--- config.mk ---
export PLATFORM = sky130hd
export DESIGN_NAME = bin_to_bcd_seq_flat
export DESIGN_NICKNAME = d
export VERILOG_FILES = /design/src/rtl/bcd_pkg.sv /design/src/rtl/bin_to_bcd_seq_if.sv /design/src/rtl/bcd_digit_adj.sv /design/src/rtl/bin_to_bcd_seq.sv /design/src/flat_wrapper.sv
export SDC_FILE = /design/constraint.sdc
export NUM_CORES = 1
export LEC_CHECK = 0
export CAP_MARGIN = 20
export CELL_PAD_IN_SITES_DETAIL_PLACEMENT = 1
export CELL_PAD_IN_SITES_GLOBAL_PLACEMENT = 1
export CORE_MARGIN = 2
export CORE_UTILIZATION = 37
export DETAILED_ROUTE_END_ITERATION = 6
export PLACE_DENSITY_LB_ADDON = 0.1
export SLEW_MARGIN = 15
export SYNTH_ARGS = -nofsm -noshare
export SYNTH_HDL_FRONTEND = slang
export SYNTH_SLANG_ARGS = --single-unit
--- constraint.sdc ---
create_clock -name clk -period 1.35 [get_ports clk]
set_input_delay 0.135 -clock clk [delete_from_list [all_inputs] [get_ports clk]]
set_output_delay 0.135 -clock clk [all_outputs]
set_load 0.01 [all_outputs]
--- src/rtl/bcd_pkg.sv ---
// Shared types and constants for the sequential binary-to-BCD converter.
package bcd_pkg;

  localparam int unsigned DIGIT_W    = 4;
  localparam int unsigned NUM_DIGITS = 4;
  localparam int unsigned BCD_W      = DIGIT_W * NUM_DIGITS;

  localparam logic [DIGIT_W-1:0] BLANK_CODE = 4'hF;

  typedef enum logic {
    IDLE  = 1'b0,
    SHIFT = 1'b1
  } state_t;

  typedef struct packed {
    logic [DIGIT_W-1:0] thousand;
    logic [DIGIT_W-1:0] hundred;
    logic [DIGIT_W-1:0] ten;
    logic [DIGIT_W-1:0] one;
  } bcd_digits_t;

  // Replace leading zero digits above the ones digit with the blank code.
  function automatic bcd_digits_t blank_leading(input bcd_digits_t d);
    bcd_digits_t r;
    r = d;
    if (d.thousand == '0) begin
      r.thousand = BLANK_CODE;
      if (d.hundred == '0) begin
        r.hundred = BLANK_CODE;
        if (d.ten == '0) r.ten = BLANK_CODE;
      end
    end
    return r;
  endfunction

endpackage

--- src/rtl/bin_to_bcd_seq_if.sv ---
// Start/busy/done handshake and digit bus between producer and converter.
interface bin_to_bcd_seq_if
  import bcd_pkg::*;
#(
  parameter int unsigned W = 12
);
  logic               start;
  logic [W-1:0]       bin;
  logic               busy;
  logic               done;
  logic [DIGIT_W-1:0] one;
  logic [DIGIT_W-1:0] ten;
  logic [DIGIT_W-1:0] hundred;
  logic [DIGIT_W-1:0] thousand;

  modport master (
    output start, bin,
    input  busy, done, one, ten, hundred, thousand
  );

  modport slave (
    input  start, bin,
    output busy, done, one, ten, hundred, thousand
  );
endinterface

--- src/rtl/bcd_digit_adj.sv ---
// Double-dabble correction cell: add 3 to a BCD digit that is 5 or more.
module bcd_digit_adj
  import bcd_pkg::*;
(
  input  logic [DIGIT_W-1:0] digit,
  output logic [DIGIT_W-1:0] adj_c
);

  always_comb begin
    adj_c = (digit >= DIGIT_W'(5)) ? digit + DIGIT_W'(3) : digit;
  end

endmodule

--- src/rtl/bin_to_bcd_seq.sv ---
// Sequential shift-and-add-3 binary-to-BCD converter, one bit per clock.
// Optional feature: BCD_LEADING_BLANK_EN blanks leading zero digits.
module bin_to_bcd_seq
  import bcd_pkg::*;
#(
  parameter int unsigned W = 12
) (
  input  logic             clk,
  input  logic             rst,
  bin_to_bcd_seq_if.slave  bus
);

  localparam int unsigned CNT_W = (W > 1) ? $clog2(W) : 1;

  state_t             state, state_n;
  logic [W-1:0]       sr, sr_n;
  logic [BCD_W-1:0]   scratch, scratch_n;
  logic [BCD_W-1:0]   adj_c;
  logic [BCD_W-1:0]   shifted_c;
  logic [CNT_W-1:0]   cnt, cnt_n;
  logic               busy, busy_n;
  logic               done, done_n;
  bcd_digits_t        digits, digits_n;
  bcd_digits_t        result_c;

  for (genvar g = 0; g < NUM_DIGITS; g++) begin : g_adj
    bcd_digit_adj u_adj (
      .digit (scratch[g*DIGIT_W +: DIGIT_W]),
      .adj_c (adj_c[g*DIGIT_W +: DIGIT_W])
    );
  end

  // Adjusted scratch shifted left with the next binary bit entering at the bottom.
  assign shifted_c = BCD_W'({adj_c, sr[W-1]});

`ifdef BCD_LEADING_BLANK_EN
  assign result_c = blank_leading(bcd_digits_t'(shifted_c));
`else
  assign result_c = bcd_digits_t'(shifted_c);
`endif

  always_ff @(posedge clk) begin
    if (rst) begin
      state   <= IDLE;
      sr      <= '0;
      scratch <= '0;
      cnt     <= '0;
      busy    <= 1'b0;
      done    <= 1'b0;
      digits  <= '0;
    end else begin
      state   <= state_n;
      sr      <= sr_n;
      scratch <= scratch_n;
      cnt     <= cnt_n;
      busy    <= busy_n;
      done    <= done_n;
      digits  <= digits_n;
    end
  end

  always_comb begin
    state_n   = state;
    sr_n      = sr;
    scratch_n = scratch;
    cnt_n     = cnt;
    busy_n    = busy;
    done_n    = 1'b0;
    digits_n  = digits;
    case (state)
      IDLE: begin
        if (bus.start) begin
          state_n   = SHIFT;
          sr_n      = bus.bin;
          scratch_n = '0;
          cnt_n     = '0;
          busy_n    = 1'b1;
        end
      end
      SHIFT: begin
        sr_n      = sr << 1;
        scratch_n = shifted_c;
        cnt_n     = cnt + CNT_W'(1);
        // Last bit: publish digits and hand control back to IDLE.
        if (cnt == CNT_W'(W - 1)) begin
          state_n  = IDLE;
          busy_n   = 1'b0;
          done_n   = 1'b1;
          digits_n = result_c;
        end
      end
      default: state_n = IDLE;
    endcase
  end

  assign bus.busy     = busy;
  assign bus.done     = done;
  assign bus.one      = digits.one;
  assign bus.ten      = digits.ten;
  assign bus.hundred  = digits.hundred;
  assign bus.thousand = digits.thousand;

endmodule

--- src/flat_wrapper.sv ---
// flat-port wrapper written by rule: the top's interface ports become plain ports
module bin_to_bcd_seq_flat import bcd_pkg::*;
#(
  parameter int unsigned W = 12
)
  (clk, rst, bus_start, bus_bin, bus_busy, bus_done, bus_one, bus_ten, bus_hundred, bus_thousand);
  bin_to_bcd_seq_if #(.W(W)) bus_i ();
  input  logic clk;
  input  logic rst;
  input wire logic [$bits(bus_i.start)-1:0] bus_start;
  input wire logic [$bits(bus_i.bin)-1:0] bus_bin;
  output wire logic [$bits(bus_i.busy)-1:0] bus_busy;
  output wire logic [$bits(bus_i.done)-1:0] bus_done;
  output wire logic [$bits(bus_i.one)-1:0] bus_one;
  output wire logic [$bits(bus_i.ten)-1:0] bus_ten;
  output wire logic [$bits(bus_i.hundred)-1:0] bus_hundred;
  output wire logic [$bits(bus_i.thousand)-1:0] bus_thousand;
  assign bus_i.start = bus_start;
  assign bus_i.bin = bus_bin;
  assign bus_busy = bus_i.busy;
  assign bus_done = bus_i.done;
  assign bus_one = bus_i.one;
  assign bus_ten = bus_i.ten;
  assign bus_hundred = bus_i.hundred;
  assign bus_thousand = bus_i.thousand;
  bin_to_bcd_seq #(.W(W)) u_core (.clk(clk), .rst(rst), .bus(bus_i));
endmodule
# Word-level counts from Yosys, hierarchy flattened
# Cells that the tools add are included.
# Widths: inputs -> output; s select.
[op_classes]
n_addsub = 5
magnitude_cmp = 4
n_eq_ne = 3
mux = 17
bitwise = 1
n_reduce_logical = 3
[ops]
columns = ["cell", "count"]
rows = [
  ["$pmux 16 s2", 1],
  ["$pmux 12 s2", 1],
  ["$ge 4x3->1 const B", 4],
  ["$mux 16", 1],
  ["$mux 4", 4],
  ["$add 4x2->4 const B", 3],
  ["$mux 12", 1],
  ["$pmux 4 s2", 1],
  ["$mux 1", 5],
  ["$add 4x1->4 const B", 1],
  ["$eq 4x4->1 const B", 1],
  ["$ne 2x2->1 const B", 2],
  ["$pmux 1 s2", 2],
  ["$reduce_and 2->1", 2],
  ["$add 3x2->3 const B", 1],
  ["$mux 3", 1],
  ["$reduce_or 2->1", 1],
  ["$not 1->1", 1],
]
[totals]
reg_bits = 51

# Longest topological paths before layout
# Gate-level depths: netlist of the first run.
[logic_depth]
ltp_word = 3
ltp_mapped = 7
mapped_depth_nobuf = 6

# By module
# A second synthesis of the first run with hierarchy kept.
[unflattened]
cells_unflattened = 252
area_unflattened_um2 = 2359.8
[modules_own_cells]
columns = ["module", "n_inst", "cells_per_inst", "area_each_um2", "seq_area_each_um2"]
rows = [
  ["bin_to_bcd_seq", 1, 188, 1954.4, 1021.0],
  ["bcd_digit_adj", 4, 16, 101.3, 0.0],
]

# Least setup slack after synthesis of the first run
# Ideal clock, no wire load.
[synth_path]
kind = "register to register"
start = "reg u_core.scratch[5]"
end = "reg u_core.scratch[5]"
setup_ps = 117
arrival_time_ps = 1199
t_required_ps = 1233
path_slack_ps = 34
path_stages_with_launch = 7
n_path_buf = 0
synth_period_minus_slack_ps = 1316
path_cell_list = "dfxtp_1 > inv_1 > ha_1 > nand2b_1 > a21o_1 > xnor2_1 > a32o_1"
[synth_via]
elab_chain_len = 3
[synth_lines]
columns = ["element", "line", "source"]
rows = [
  ["from (decl)", "bin_to_bcd_seq.sv:17", "logic [BCD_W-1:0] scratch, scratch_n;"],
  ["from (signal assigned)", "bin_to_bcd_seq.sv:54", "scratch <= scratch_n;"],
  ["$ge 4x3->1", "bcd_digit_adj.sv:10", "adj_c = (digit >= DIGIT_W'(5)) ? digit + DIGIT_W'(3) : digit;"],
  ["$mux 4", "bcd_digit_adj.sv:10", ""],
  ["$pmux 16 s2", "bin_to_bcd_seq.sv:70", "case (state)"],
]
# Every way passes these cells.
# A chain may end at the register's enable or synchronous reset.

# Worst setup path in the final report of the first run
[layout_path]
start = "reg u_core.scratch[1]"
end = "reg u_core.scratch[2]"
[layout_via]
elab_chain_len = 3
elab_cells_between_ends = 4
classes_between = "1 x add/sub; 1 x order compare; 2 x mux"
[layout_lines]
columns = ["element", "line"]
rows = [
  ["$add 4x2->4 / $ge 4x3->1 (equally long branches)", "bcd_digit_adj.sv:10"],
  ["$mux 4 *", "bcd_digit_adj.sv:10"],
  ["$pmux 16 s2 *", "bin_to_bcd_seq.sv:70"],
]
# Every way passes the cells marked *; elsewhere a longest branch is shown, timed or not.

==> results of run 1 <==
==> cells in the final DEF (no fill, tap or decap), types with 9 or more instances in the layout <==
cell,count
a21oi_1,27
nor2_1,25
clkdlybuf4s50_1,16
nor3b_1,9
buf_4,31
o21ai_1,9
dlymetal6s2s_1,11
mux2i_1,13
dfxtp_1,41
==> logic make-up after synthesis <==
| group | Yosys count |
|---|---|
| flops | 51 |
| xor+xnor | 4 |
| mux | 17 |
| buf+inv | 25 |
| fa+ha+maj | 9 |
| compound gates | 68 |
| simple gates | 70 |
==> metrics by stage <==
| step | hold slack [ns] | setup TNS [ns] |
|---|---|---|
| finish | 0.450 | -0.204 |
| global route | 0.476 | -1.03 |
| CTS | 0.455 | -0.229 |
| detailed placement | 0.442 | -4.84 |
| global placement | 0.439 | -4.16 |
| floorplan | 0.330 | 0 |
==> layer usage <==
layer  vias to the layer above  GRT usage (%)  routed length (um)
met1                       932           21.7                2620
met3                         7           3.91                 207
met5                         -              0                   0
met4                         0           5.83                  63
met2                        28           31.8                2940
li1                        977              -                   -
==> power groups by stage <==
stage	Combinational, mW	Sequential (mW)	Clock (mW)
floorplan	0.160	1.58	0
global placement	0.265	1.58	0
detailed placement	0.271	1.58	0
CTS	0.276	1.55	1.30
global route	0.317	1.55	1.35
finish	0.288	1.55	1.27
==> what timing repair did <==
action | CTS | global route
pin swaps | 13 | 10
setup buffers | 1 | 8
resized for setup | 39 | 35
setup endpoints to repair | 29 | 42
==> final cells by class <==
class | instances | area [um2] | area share (%)
Timing Repair Buffer | 67 | 637 | 19.5
Inverter | 11 | 61.3 | 1.88
Clock inverter | 3 | 67.6 | 2.07
Sequential cell | 51 | 1040 | 31.8
Multi-Input combinational cell | 168 | 1290 | 39.7
Tap cell | 75 | 93.8 | 2.88
Clock buffer | 5 | 68.8 | 2.11
==> final timing paths <==
kind	from	to	slack [ns]	depth (start not counted)
min reg2reg	u_core.bus.ten[0]	u_core.bus.ten[0]	0.45	2
max	u_core.scratch[1]	u_core.scratch[2]	-0.04	6
max reg2reg	u_core.scratch[1]	u_core.scratch[2]	-0.04	6
min	u_core.bus.ten[0]	u_core.bus.ten[0]	0.45	2
==> state kept, by name, summed over array words and instances, names as in the netlist <==
name,count
u_core.state,1
u_core.sr,12
u_core.bus.thousand,4
u_core.bus.ten,4
u_core.bus.one,4
u_core.bus.done,1
u_core.bus.hundred,4
u_core.scratch,16
u_core.cnt,4
u_core.bus.busy,1
==> worst max-delay path: cells and delay by family (launching register included) <==
kind | cells | cell delay (ns)
adder cells (fa/ha/maj) | 1 | 0.15
buffers and inverters | 1 | 0.05
AO/OA/AOI/OAI | 2 | 0.41
flip-flops | 1 | 0.38
AND/OR/NAND/NOR | 1 | 0.13
multiplexers | 1 | 0.17
==> impl_metrics.py, run 1 <==
metrics = {
    "timing": {
        "min_period_ns": 1.39,
        "finalSetupViolCount": 12,
        "max_freq_ghz": 0.718,
        "period_share_pct": 103,
        "rsz0062_at_grt": "true",
        "finalHoldViolCount": 0,
        "drv_slew": 0,
        "fin_ws_ns": -0.0426,
        "worst_pin_slew_ns": 0.518,
        "slew-limit-headroom_pct": 65.4,
        "skew_ns": 0.00993,
    },
    "placed_design": {
        "dpl-instance-area_um2": 2810,
        "placed_cells_incl_taps": 363,
        "gp_congestion": 0.731,
        "dp_hpwl_um": 3790,
        "pre_cts_slack_ns": -0.238,
        "io_buffers": 32,
    },
    "grt": {
        "grt_pass1_vias": 1927,
        "overflow": 0,
        "grt_max_degree": 19,
        "track_usage_pct": 18.0,
        "grt_pass1_wl_um": 9320,
        "antenna_found_initial": 0,
    },
    "synth": {
        "synth_top_family_by_area": "compound AO/OA/AOI/OAI gates",
        "dominantRegCellSynth": "dfxtp_1",
        "synth_top_area_cell": "dfxtp_1",
        "netlist_instances": 244,
        "ys_async_sr_fraction_pct": 0,
        "yosys-top-cells-count": "51 x dfxtp_1, 27 x a21oi_1, 27 x nor2_1, 17 x mux2i_1, 10 x o21ai_1",
        "syn-num-nets": 268,
        "syn_area_um2": 2280,
        "synth_edf_count": 0,
        "synth_compound_area_share_pct": 18.7,
        "synth-seq-cells": 51,
        "ys_types": 32,
        "synthAdderAreaFrac_pct": 4.95,
        "syn_area_per_cell_um2": 9.33,
        "synth_xor_area_share_pct": 1.54,
        "synth_simple_gate_area_share_pct": 16.1,
        "ys_warn_count": 0,
        "yosysMostFrequentCell": "dfxtp_1",
        "muxShareOfSynthArea_pct": 7.47,
        "synth_top_area_share_pct": 44.8,
        "yosysSeqAreaShare_pct": 44.8,
        "ys_top_cells_by_area": "dfxtp_1 45%, mux2i_1 7.5%, a21oi_1 5.9%",
    },
    "layout": {
        "fill_cells": 662,
        "area_growth_pct": 43.2,
        "num-nets-final": 328,
        "stdcell_count": 380,
        "antenna_cells": 0,
        "final_layout_size_suffix_gt1_share_pct": 29.8,
        "fin_util_pct": 55.1,
        "stdcell_area_um2": 3260,
    },
    "power": {
        "comb_power_share_pct": 9.3,
        "clock_power_share_pct": 40.8,
        "p_sw_share_pct": 22.4,
        "seq_power_share_pct": 49.9,
        "p_leak_nw": 1.46,
        "ir_drop_mv": 0.605,
        "p_switching_mw": 0.695,
        "internal_power_mw": 2.41,
        "fin_total_pwr_mw": 3.10,
        "p_per_area_nw_per_um2": 952,
    },
    "setup_path": {
        "critPathSlowestCell": "dfxtp_4",
        "slowest_delay_ns": 0.38,
        "crit_type": "reg -> reg",
        "worst_setup_path_end_kind": "register",
        "required_ns": 1.57,
        "crit_chain": "inv_4, ha_4, nand2b_4, a21o_1, mux2i_2, a32o_1",
        "crit_arrival_ns": 1.61,
        "start_kind": "register",
        "crit_fanout": 3,
    },
    "route": {
        "wirelength_um": 5840,
        "vias": 1944,
        "wl_per_cell_um": 15.4,
        "dr.pass1.iters": 4,
        "ant_nets": 0,
        "drtIter0Drc": 50,
        "detail_route.vias_per_cell": 5.12,
        "drc": 0,
    },
    "cts": {
        "cts_tree": "done",
        "holdBufCountCts": 0,
        "cts_buffer_depth": 2,
        "cts_buffers": 5,
        "clkSinkCount": 51,
        "htreeDepth": 2,
        "root_buffer": "clkbuf_8",
        "clk_pin_slew_ns": 0.10,
        "clock_latency_ns": 0.31,
    },
    "min_path": {
        "min_path_type": "reg -> reg",
    },
    "floorplanning": {
        "ios": 33,
        "die_w_um": 82.5,
        "die_y_um": 82.5,
        "rows": 28,
        "die_area_um2": 6800,
        "design.core.area_um2": 5920,
        "start_util_pct": 38.5,
    },
    "job": {
        "maxCapViolCount": 0,
    },
    "run_status": {
        "failed_checks": "negative setup slack",
        "outcome": "finished with violations",
    },
}
Note: power is estimated with default switching activity, not from simulation.
==> run 2, diff against run 1 <==
--- a/config.mk
+++ b/config.mk
@@ -6,13 +6,12 @@
 export NUM_CORES = 1
 export LEC_CHECK = 0
 export CAP_MARGIN = 20
-export CELL_PAD_IN_SITES_DETAIL_PLACEMENT = 1
-export CELL_PAD_IN_SITES_GLOBAL_PLACEMENT = 1
 export CORE_MARGIN = 2
-export CORE_UTILIZATION = 37
+export CORE_UTILIZATION = 54
 export DETAILED_ROUTE_END_ITERATION = 6
-export PLACE_DENSITY_LB_ADDON = 0.1
+export PLACE_DENSITY = 0.79
 export SLEW_MARGIN = 15
 export SYNTH_ARGS = -nofsm -noshare
 export SYNTH_HDL_FRONTEND = slang
+export SYNTH_HIERARCHICAL = 1
 export SYNTH_SLANG_ARGS = --single-unit
==> constraint.sdc (replaced) <==
create_clock -name clk -period 1.3 [get_ports clk]
set_input_delay 0.13 -clock clk [delete_from_list [all_inputs] [get_ports clk]]
set_output_delay 0.13 -clock clk [all_outputs]
set_load 0.01 [all_outputs]
==> run 2 against run 1 <==
The run still ends with negative setup slack left; critical path depth is 1 higher; register-to-register slack got worse by 0.096 ns; total power is 1.2% lower; flip-flop and latch count unchanged; sequential share of layout area is 0.78 points lower; cell area grew 2.3%; clock power fell by 9%; via count is 4.0% higher; combinational power is 2% higher; wire length rose by 2.0%; global-route usage is 3.9 points higher; critical endpoint is now u_core/scratch[6].
==> impl_metrics.py, run 2 <==
metrics = {
    "timing": {
        "skew_ns": 0.00700,
        "worst_pin_slew_ns": 0.353,
        "slew-limit-headroom_pct": 76.2,
        "setup_tns_ns": -1.26,
        "rsz0062_at_grt": "true",
        "fin_ws_ns": -0.138,
        "finalHoldViolCount": 0,
        "period_share_pct": 111,
        "finalSetupViolCount": 16,
        "max_freq_ghz": 0.695,
        "drv_slew": 0,
        "min_period_ns": 1.44,
    },
    "power": {
        "p_per_area_nw_per_um2": 920,
        "ir_drop_mv": 1.03,
        "p_leak_nw": 1.46,
    },
    "min_path": {
        "hp-start": "bus_bin[0]",
        "min_path_type": "in -> reg",
    },
    "setup_path": {
        "worst_setup_path_end_kind": "register",
        "required_ns": 1.55,
        "rr_startpoint": "u_core/scratch[5]",
        "crit_type": "reg -> reg",
        "crit_arrival_ns": 1.68,
        "start_kind": "register",
        "rrSetupSlack_ns": -0.14,
        "crit_fanout": 3,
        "crit_path_start": "u_core/scratch[5]",
    },
    "synth": {
        "ys_warn_count": 6,
        "syn_area_per_cell_um2": 9.43,
        "syn_area_um2": 2340,
        "netlist_instances": 248,
        "syn-num-nets": 272,
    },
    "grt": {
        "antenna_found_initial": 0,
        "grt_max_degree": 55,
        "grt_pass1_wl_um": 8580,
        "track_usage_pct": 22.0,
        "overflow": 0,
        "grt_pass1_vias": 1989,
    },
    "route": {
        "vias": 2022,
        "wl_per_cell_um": 16.6,
        "detail_route.vias_per_cell": 5.63,
        "wirelength_um": 5950,
        "ant_nets": 0,
        "drc": 0,
        "dr.pass1.iters": 4,
        "drtIter0Drc": 97,
    },
    "layout": {
        "stdcell_count": 359,
        "largest_registers": "u_core/scratch: 16 flops, u_core/sr: 12 flops",
        "fill_cells": 243,
        "num-nets-final": 332,
        "largest_register_ffs": 16,
        "regMostFlops": "u_core/scratch",
        "area_growth_pct": 42.5,
        "final_common_cell": "dfxtp_1",
        "layout_common_cells": "41 x dfxtp_1, 33 x nor2_1, 30 x buf_4",
        "antenna_cells": 0,
        "final_layout_size_suffix_gt1_share_pct": 35.0,
    },
    "floorplanning": {
        "start_util_pct": 57.3,
        "ios": 33,
        "design.core.area_um2": 4090,
        "die_y_um": 69.8,
        "rows": 23,
        "die_w_um": 69.8,
        "die_area_um2": 4880,
    },
    "cts": {
        "clock_latency_ns": 0.31,
        "root_buffer": "clkbuf_8",
        "cts_buffers": 5,
        "clk_pin_slew_ns": 0.10,
        "clkSinkCount": 51,
        "cts_buffer_depth": 2,
        "htreeDepth": 2,
        "cts_tree": "done",
    },
    "placed_design": {
        "dp_hpwl_um": 3120,
        "io_buffers": 32,
        "placed_cells_incl_taps": 338,
        "gp_congestion": 0.793,
    },
    "run_status": {
        "failed_checks": "negative setup slack",
        "outcome": "finished with violations",
    },
    "job": {
        "maxCapViolCount": 0,
    },
}
[run 2: per-layer routing]
layer	GRT usage [%]	up-vias	share of wire, %
met3	4.07	13	4.8
met5	0	-	0
li1	-	968	-
met1	23.3	968	39
met4	8.76	0	2.1
met2	42.0	73	54
[run 2: worst paths after layout]
kind | endpoint | depth (start not counted)
worst min-delay path | u_core/sr[0] | 3
worst min register to register | u_core/bus.ten[1] | 1
worst max register to register | u_core/scratch[6] | 7
worst max-delay path | u_core/scratch[6] | 7
[run 2: critical path: stages, from the launching register on]
cell and delay, ns:
dfxtp_2 0.34, inv_2 0.05, ha_2 0.16, nand2b_4 0.15
a21oi_4 0.16, mux2i_2 0.32, a21oi_2 0.10, nor2_1 0.10
[run 2: area by class of cell]
cell class	instances	area (um2)	share of cell area (%)
clock buffers	6	82.6	2.48
clock inverters	2	35.0	1.05
inverters	9	38.8	1.16
multi-input cells	172	1450	43.4
flip-flops and latches	51	1040	31.1
well taps	50	62.6	1.88
repair buffers	69	632	18.9
[run 2: repair_timing]
action                     4_1_cts  5_1_grt
setup endpoints to repair       43       30
pin swaps                       17       24
hold buffers                     0        0
setup buffers                    9        5
resized for setup               56       23
[run 2: metrics by stage]
stage | setup WS (ns) | util (%) | total power, mW | hold WS [ns] | area [um2]
CTS | -0.0947 | 77.7 | 3.05 | 0.456 | 3170
global placement | -0.174 | 69.8 | 1.92 | 0.447 | 2850
global route | -0.206 | 81.6 | 3.16 | 0.508 | 3330
finish | -0.138 | 81.6 | 3.07 | 0.445 | 3330
detailed placement | -0.241 | 69.8 | 1.93 | 0.456 | 2850
floorplan | -0.0108 | - | 1.82 | 0.325 | 2350
[run 2: where the power goes]
part	internal [mW]	switching [mW]	total, mW
Sequential	1.59	0.0224	1.62
Clock	0.624	0.535	1.16
Combinational	0.154	0.140	0.295
==> run 3, diff against run 2 <==
--- a/config.mk
+++ b/config.mk
@@ -5,10 +5,12 @@
 export SDC_FILE = /design/constraint.sdc
 export NUM_CORES = 1
 export LEC_CHECK = 0
+export ABC_CLOCK_PERIOD_IN_PS = 1300
 export CAP_MARGIN = 20
-export CORE_MARGIN = 2
+export CORE_MARGIN = 4
 export CORE_UTILIZATION = 54
 export DETAILED_ROUTE_END_ITERATION = 6
+export MAX_ROUTING_LAYER = met4
 export PLACE_DENSITY = 0.79
 export SLEW_MARGIN = 15
 export SYNTH_ARGS = -nofsm -noshare
==> run 3 against run 2 <==
The run still ends with negative setup slack left; die area increased by 12%; via count increased by 0.94%; non-clock buffer count unchanged; clock-buffer cell count unchanged; total power decreased by 11%; fmax decreased by 2.8%; sequential power about the same; flip-flop and latch count unchanged.
==> impl_metrics.py, run 3 (same netlist as run 2, synthesis figures left out) <==
metrics = {
    "run_status": {
        "outcome": "finished with violations",
        "failed_checks": "negative setup slack",
    },
    "cts": {
        "cts_buffer_depth": 2,
        "cts_buffers": 5,
        "clock_latency_ns": 0.29,
        "clkSinkCount": 51,
        "root_buffer": "clkbuf_8",
        "cts_tree": "done",
        "holdBufCountCts": 0,
        "clk_pin_slew_ns": 0.09,
        "htreeDepth": 2,
    },
    "setup_path": {
        "slowest_delay_ns": 0.38,
        "crit_type": "reg -> reg",
        "rrSetupSlack_ns": -0.18,
        "start_kind": "register",
        "critPathTopFamily": "flip-flops",
        "critPathBufInv": 1,
        "crit_chain": "inv_4, ha_4, nand2b_4, a21oi_4, mux2i_2, a21oi_1, nor2_1",
        "crit_fanout": 3,
        "crit_arrival_ns": 1.71,
        "critPathSlowestCell": "dfxtp_4",
        "required_ns": 1.53,
        "ff2ff_path_depth": 7,
        "r2r_end": "u_core/scratch[6]",
        "worst_setup_path_end_kind": "register",
        "rr_startpoint": "u_core/scratch[5]",
    },
    "placed_design": {
        "pre_cts_slack_ns": -0.200,
        "dp_hpwl_um": 3230,
        "gp_congestion": 0.756,
        "io_buffers": 32,
    },
    "route": {
        "vias": 2041,
        "ant_nets": 0,
        "detail_route.vias_per_cell": 5.72,
        "wirelength_um": 5750,
        "dr.pass1.iters": 4,
        "wl_per_cell_um": 16.1,
        "drc": 0,
        "drtIter0Drc": 105,
    },
    "timing": {
        "slew-limit-headroom_pct": 79.1,
        "finalHoldViolCount": 0,
        "skew_ns": 0.00806,
        "drv_slew": 0,
        "max_freq_ghz": 0.676,
        "period_share_pct": 114,
        "worst_pin_slew_ns": 0.312,
        "finalSetupViolCount": 16,
        "min_period_ns": 1.48,
        "rsz0062_at_grt": "true",
        "fin_hold_ws_ns": 0.473,
        "fin_ws_ns": -0.179,
    },
    "floorplanning": {
        "die_y_um": 73.8,
        "die_w_um": 73.8,
        "ios": 33,
        "start_util_pct": 57.3,
        "design.core.area_um2": 4090,
        "rows": 23,
        "die_area_um2": 5450,
    },
    "grt": {
        "grt_pass1_vias": 2002,
        "antenna_found_initial": 0,
        "overflow": 0,
        "grt_pass1_wl_um": 8540,
        "track_usage_pct": 20.7,
        "grt_max_degree": 35,
    },
    "power": {
        "p_per_area_nw_per_um2": 814,
        "clock_power_share_pct": 30.4,
        "comb_power_share_pct": 10.6,
        "seq_power_share_pct": 59.0,
        "p_leak_nw": 1.51,
        "p_sw_share_pct": 23.1,
        "p_switching_mw": 0.629,
        "internal_power_mw": 2.10,
        "ir_drop_mv": 0.742,
    },
    "layout": {
        "final_common_cell": "dfxtp_1",
        "final_layout_size_suffix_gt1_share_pct": 35.8,
        "largest_register_ffs": 16,
        "num-nets-final": 332,
        "area_growth_pct": 43.3,
        "layout_common_cells": "40 x dfxtp_1, 33 x nor2_1, 29 x buf_4",
        "antenna_cells": 0,
        "largest_registers": "u_core/scratch: 16 flops, u_core/sr: 12 flops",
        "regMostFlops": "u_core/scratch",
        "fin_util_pct": 82.1,
    },
    "job": {
        "maxCapViolCount": 0,
    },
    "min_path": {
        "worstHoldPathCells": 3,
        "hp-start": "bus_bin[0]",
        "min_path_type": "in -> reg",
        "min_to": "u_core/sr[0]",
    },
}
## run 3: final cells by class
type | count | area [um2]
clock buffer | 6 | 72.6
fill | 239 | 733
inverter | 9 | 41.3
multi-input combinational | 172 | 1490
sequential | 51 | 1040
tap | 50 | 62.6
timing repair buffer | 69 | 646
## run 3: power by group through the flow
stage / clock network (mW) / registers (mW) / logic, mW
4_1_cts: 0.853 / 1.62 / 0.277
5_1_grt: 0.922 / 1.61 / 0.313
2_1_floorplan: 0 / 1.65 / 0.169
3_5_place_dp: 0 / 1.65 / 0.271
3_3_place_gp: 0 / 1.65 / 0.262
6_report: 0.828 / 1.61 / 0.290
## run 3: stage by stage
step / cell area (um2) / setup TNS (ns) / power (mW) / instances
global route: 3350 / -2.36 / 2.85 / 357
finish: 3350 / -1.29 / 2.73 / 357
global placement: 2860 / -4.39 / 1.91 / 340
detailed placement: 2860 / -6.43 / 1.92 / 340
floorplan: 2350 / -0.0863 / 1.82 / 248
CTS: 3100 / -0.494 / 2.75 / 351
## run 3: repair_timing
| item | CTS | global route |
|---|---|---|
| resized for setup | 50 | 44 |
| endpoints found under the hold margin | 0 | 0 |
| pin swaps | 16 | 23 |
| setup buffers | 5 | 7 |
| cloned | 0 | 0 |
| setup endpoints to repair | 39 | 38 |
## run 3: worst reg2reg max path, stage by stage (launching register included)
cell and delay, ns:
dfxtp_4 0.38, inv_4 0.05, ha_4 0.14, nand2b_4 0.14, a21oi_4 0.17, mux2i_2 0.28
a21oi_1 0.13, nor2_1 0.13
## run 3: worst max path at each step
stage | endpoint | from | slack [ns] | depth (start not counted)
after floorplan | u_core/bus.hundred[0] | u_core/cnt[0] | -0.01 | 6
final | u_core/scratch[6] | u_core/scratch[5] | -0.18 | 7
after detailed placement | u_core/bus.hundred[1] | rst | -0.20 | 3
after CTS | u_core/scratch[6] | u_core/scratch[5] | -0.1 | 7
after global routing | u_core/scratch[6] | u_core/scratch[5] | -0.22 | 7
after global placement | u_core/bus.ten[1] | rst | -0.16 | 3
## run 3: metal layers
| layer | global-route usage (%) | up-vias | wire length (um) | part of all wire (%) |
|---|---|---|---|---|
| met4 | 5.84 | 0 | 68 | 1.2 |
| met2 | 38.8 | 74 | 3040 | 53 |
| li1 | - | 969 | - | - |
| met3 | 4.38 | 8 | 343 | 6.0 |
| met1 | 21.4 | 990 | 2300 | 40 |
| met5 | - | - | 0 | 0 |
==> edit: new RTL, settings of run 1 <==
Add a define of `BCD_LEADING_BLANK_EN`.
--- a/src/rtl/bin_to_bcd_seq.sv
+++ b/src/rtl/bin_to_bcd_seq.sv
@@ -2,2 +2,4 @@
 // Optional feature: BCD_LEADING_BLANK_EN blanks leading zero digits.
+`define BCD_LEADING_BLANK_EN
+
 module bin_to_bcd_seq
Function: same outputs for any inputs over 10 cycles, from zero or initial values and one cycle with rst high; that may be too few to reach the edited logic, so the function may still have changed.
==> edit against run 1 <==
- the flow still finishes with violations (negative setup slack)
- power down 5.2%
- first-iteration DRC count grew 50%
- area after synthesis grew 13%
- setup slack lost 380 ps
- hold slack got worse by 170 ps
- sequential cell count stayed put
- sequential share of layout area is 6.8 points lower
- die area grew 12%
- non-clock buffer count grew 37
- combinational power increased by 6%
- wire length is 47% higher
- clock power is 15% lower
- design area up 28%
- largest cell class unchanged
- largest power group unchanged
- highest routed layer unchanged
==> edit: results (changes against run 1) <==
post-route insts no fill 485 (was 380); Hold Path Sink u_core.scratch[5]$_SDFFE_PP0P_ (was u_core.bus.ten[0]$_SDFFE_PP0P_); Area Overhead vs Synth 62.49% (was 43.19%); Final clock-cell share 2.702% (was 4.183%); cell leakage power 1.882 nW (was 1.458 nW); clkbuf count 7 (was 5); routed len/inst 17.63 um (was 15.36 um); largest net degree at the start of global routing 23 (was 19); Fin Setup TNS -6337 ps (was -203.9 ps); Setup Fix Bufs, Post-CTS 13 (was 1); largest registers u_core.scratch (16), u_core.sr (12) (unchanged); met1 Usage GRT 27.50% (was 21.68%); Data buffer area share 23.51% (was 19.53%); Synth area leaders dfxtp_1 40%, nor2_1 8.9%, a21oi_1 7.4%, mux2i_1 7.0%, ha_1 4.4% (was dfxtp_1 45%, mux2i_1 7.5%, a21oi_1 5.9%, ha_1 4.9%, nor2_1 4.5%); routed wl met3 264 um (was 207 um); pre-CTS setup slack -475.4 ps (was -238.5 ps); Cell Area, Placed 0.003485 sq mm (was 0.002806 sq mm); violated checks negative setup slack (unchanged); syn nets 337 (was 268); Worst Hold Launch rst (was u_core.bus.ten[0]$_SDFFE_PP0P_); first-pass GRT wire length 12850 um (was 9315 um); # rows 30 (was 28); vias per inst 5.344 (was 5.116); non-clock buffer count 104 (was 67); status complete, but fails checks (unchanged); DR iter-0 viols 75 (was 50); Yosys cell types 38 (was 32); commonest cells in the netlist 61 x nor2_1, 51 x dfxtp_1, 38 x a21oi_1 (was 51 x dfxtp_1, 27 x a21oi_1, 27 x nor2_1); final worst slack -423.1 ps (was -42.57 ps); Syn Inst Count 313 (was 244); Tot GR Track Use 21.43% (was 18.03%); post-CTS sizing 53 (was 39); worst-path maximum fanout 8 (was 3); placer congestion estimate 0.8970 (was 0.7310); routed length on met1 3706 um (was 2624 um); relative slew slack 64.83% (was 65.43%); clk_skew 13.20 ps (was 9.927 ps); Critical Path End u_core.bus.hundred[2]$_SDFFE_PP0P_ (was u_core.scratch[2]$_SDFFE_PP0P_); met3 Use GR 3.412% (was 3.913%); share of post-route cells with drive strength above 1 40.99% (was 29.84%); final setup fails 25 (was 12); sequential-to-total area share from yosys stat 39.80% (was 44.84%); Inst Count DP 458 (was 363); multi-input gate share of the layout cell area 44.94% (was 39.68%); nets 428 (was 328); initial antenna violation count 0 (unchanged); vias in the first global route 2617 (was 1927); multi-input gates 231 (was 168); Net Sw Power 738.1 uW (was 695.1 uW); Fill cells 754 (was 662); Critical R2R Capture u_core.bus.hundred[2]$_SDFFE_PP0P_ (was u_core.scratch[2]$_SDFFE_PP0P_); met2 Use GR 37.19% (was 31.77%); worst vdd ir 0.5881 mV (was 0.6052 mV); Fin Hold WS 279.5 ps (was 450.1 ps); arrival time worst endpoint 2020 ps (was 1610 ps)
-- edit: cell count changes after synthesis, sizes merged, moves of 8 or more --
| cell | change |
|---|---|
| o21ai | -8 |
| a21oi | +9 |
| nor2 | +33 |
| nand2 | +13 |
| clkbuf | +11 |
| a22o | -8 |
-- edit: cell families after synthesis --
kind of cell,after synthesis,share of synthesized area [%]
AND/OR/NAND/NOR,126,22.83
AO/OA/AOI/OAI,74,19.85
XOR/XNOR,4,1.366
adder cells (fa/ha/maj),9,4.390
buffers and inverters,31,4.732
multiplexers,18,7.024
flip-flops,51,39.80
-- edit: power by group through the flow --
stage,logic (mW),clock network (mW),registers [mW]
after CTS,0.289,1.08,1.56
after global placement,0.278,0,1.59
after global routing,0.339,1.15,1.56
after detailed placement,0.285,0,1.59
after floorplan,0.154,0,1.59
final,0.306,1.08,1.56
-- edit: critical path, cell delays in order, from the launching register on --
cell and delay, ps:
dfxtp_4 410, inv_4 50, ha_4 150, and2b_2 230
o21bai_4 180, and3_4 220, o2111ai_4 230, a211oi_2 240
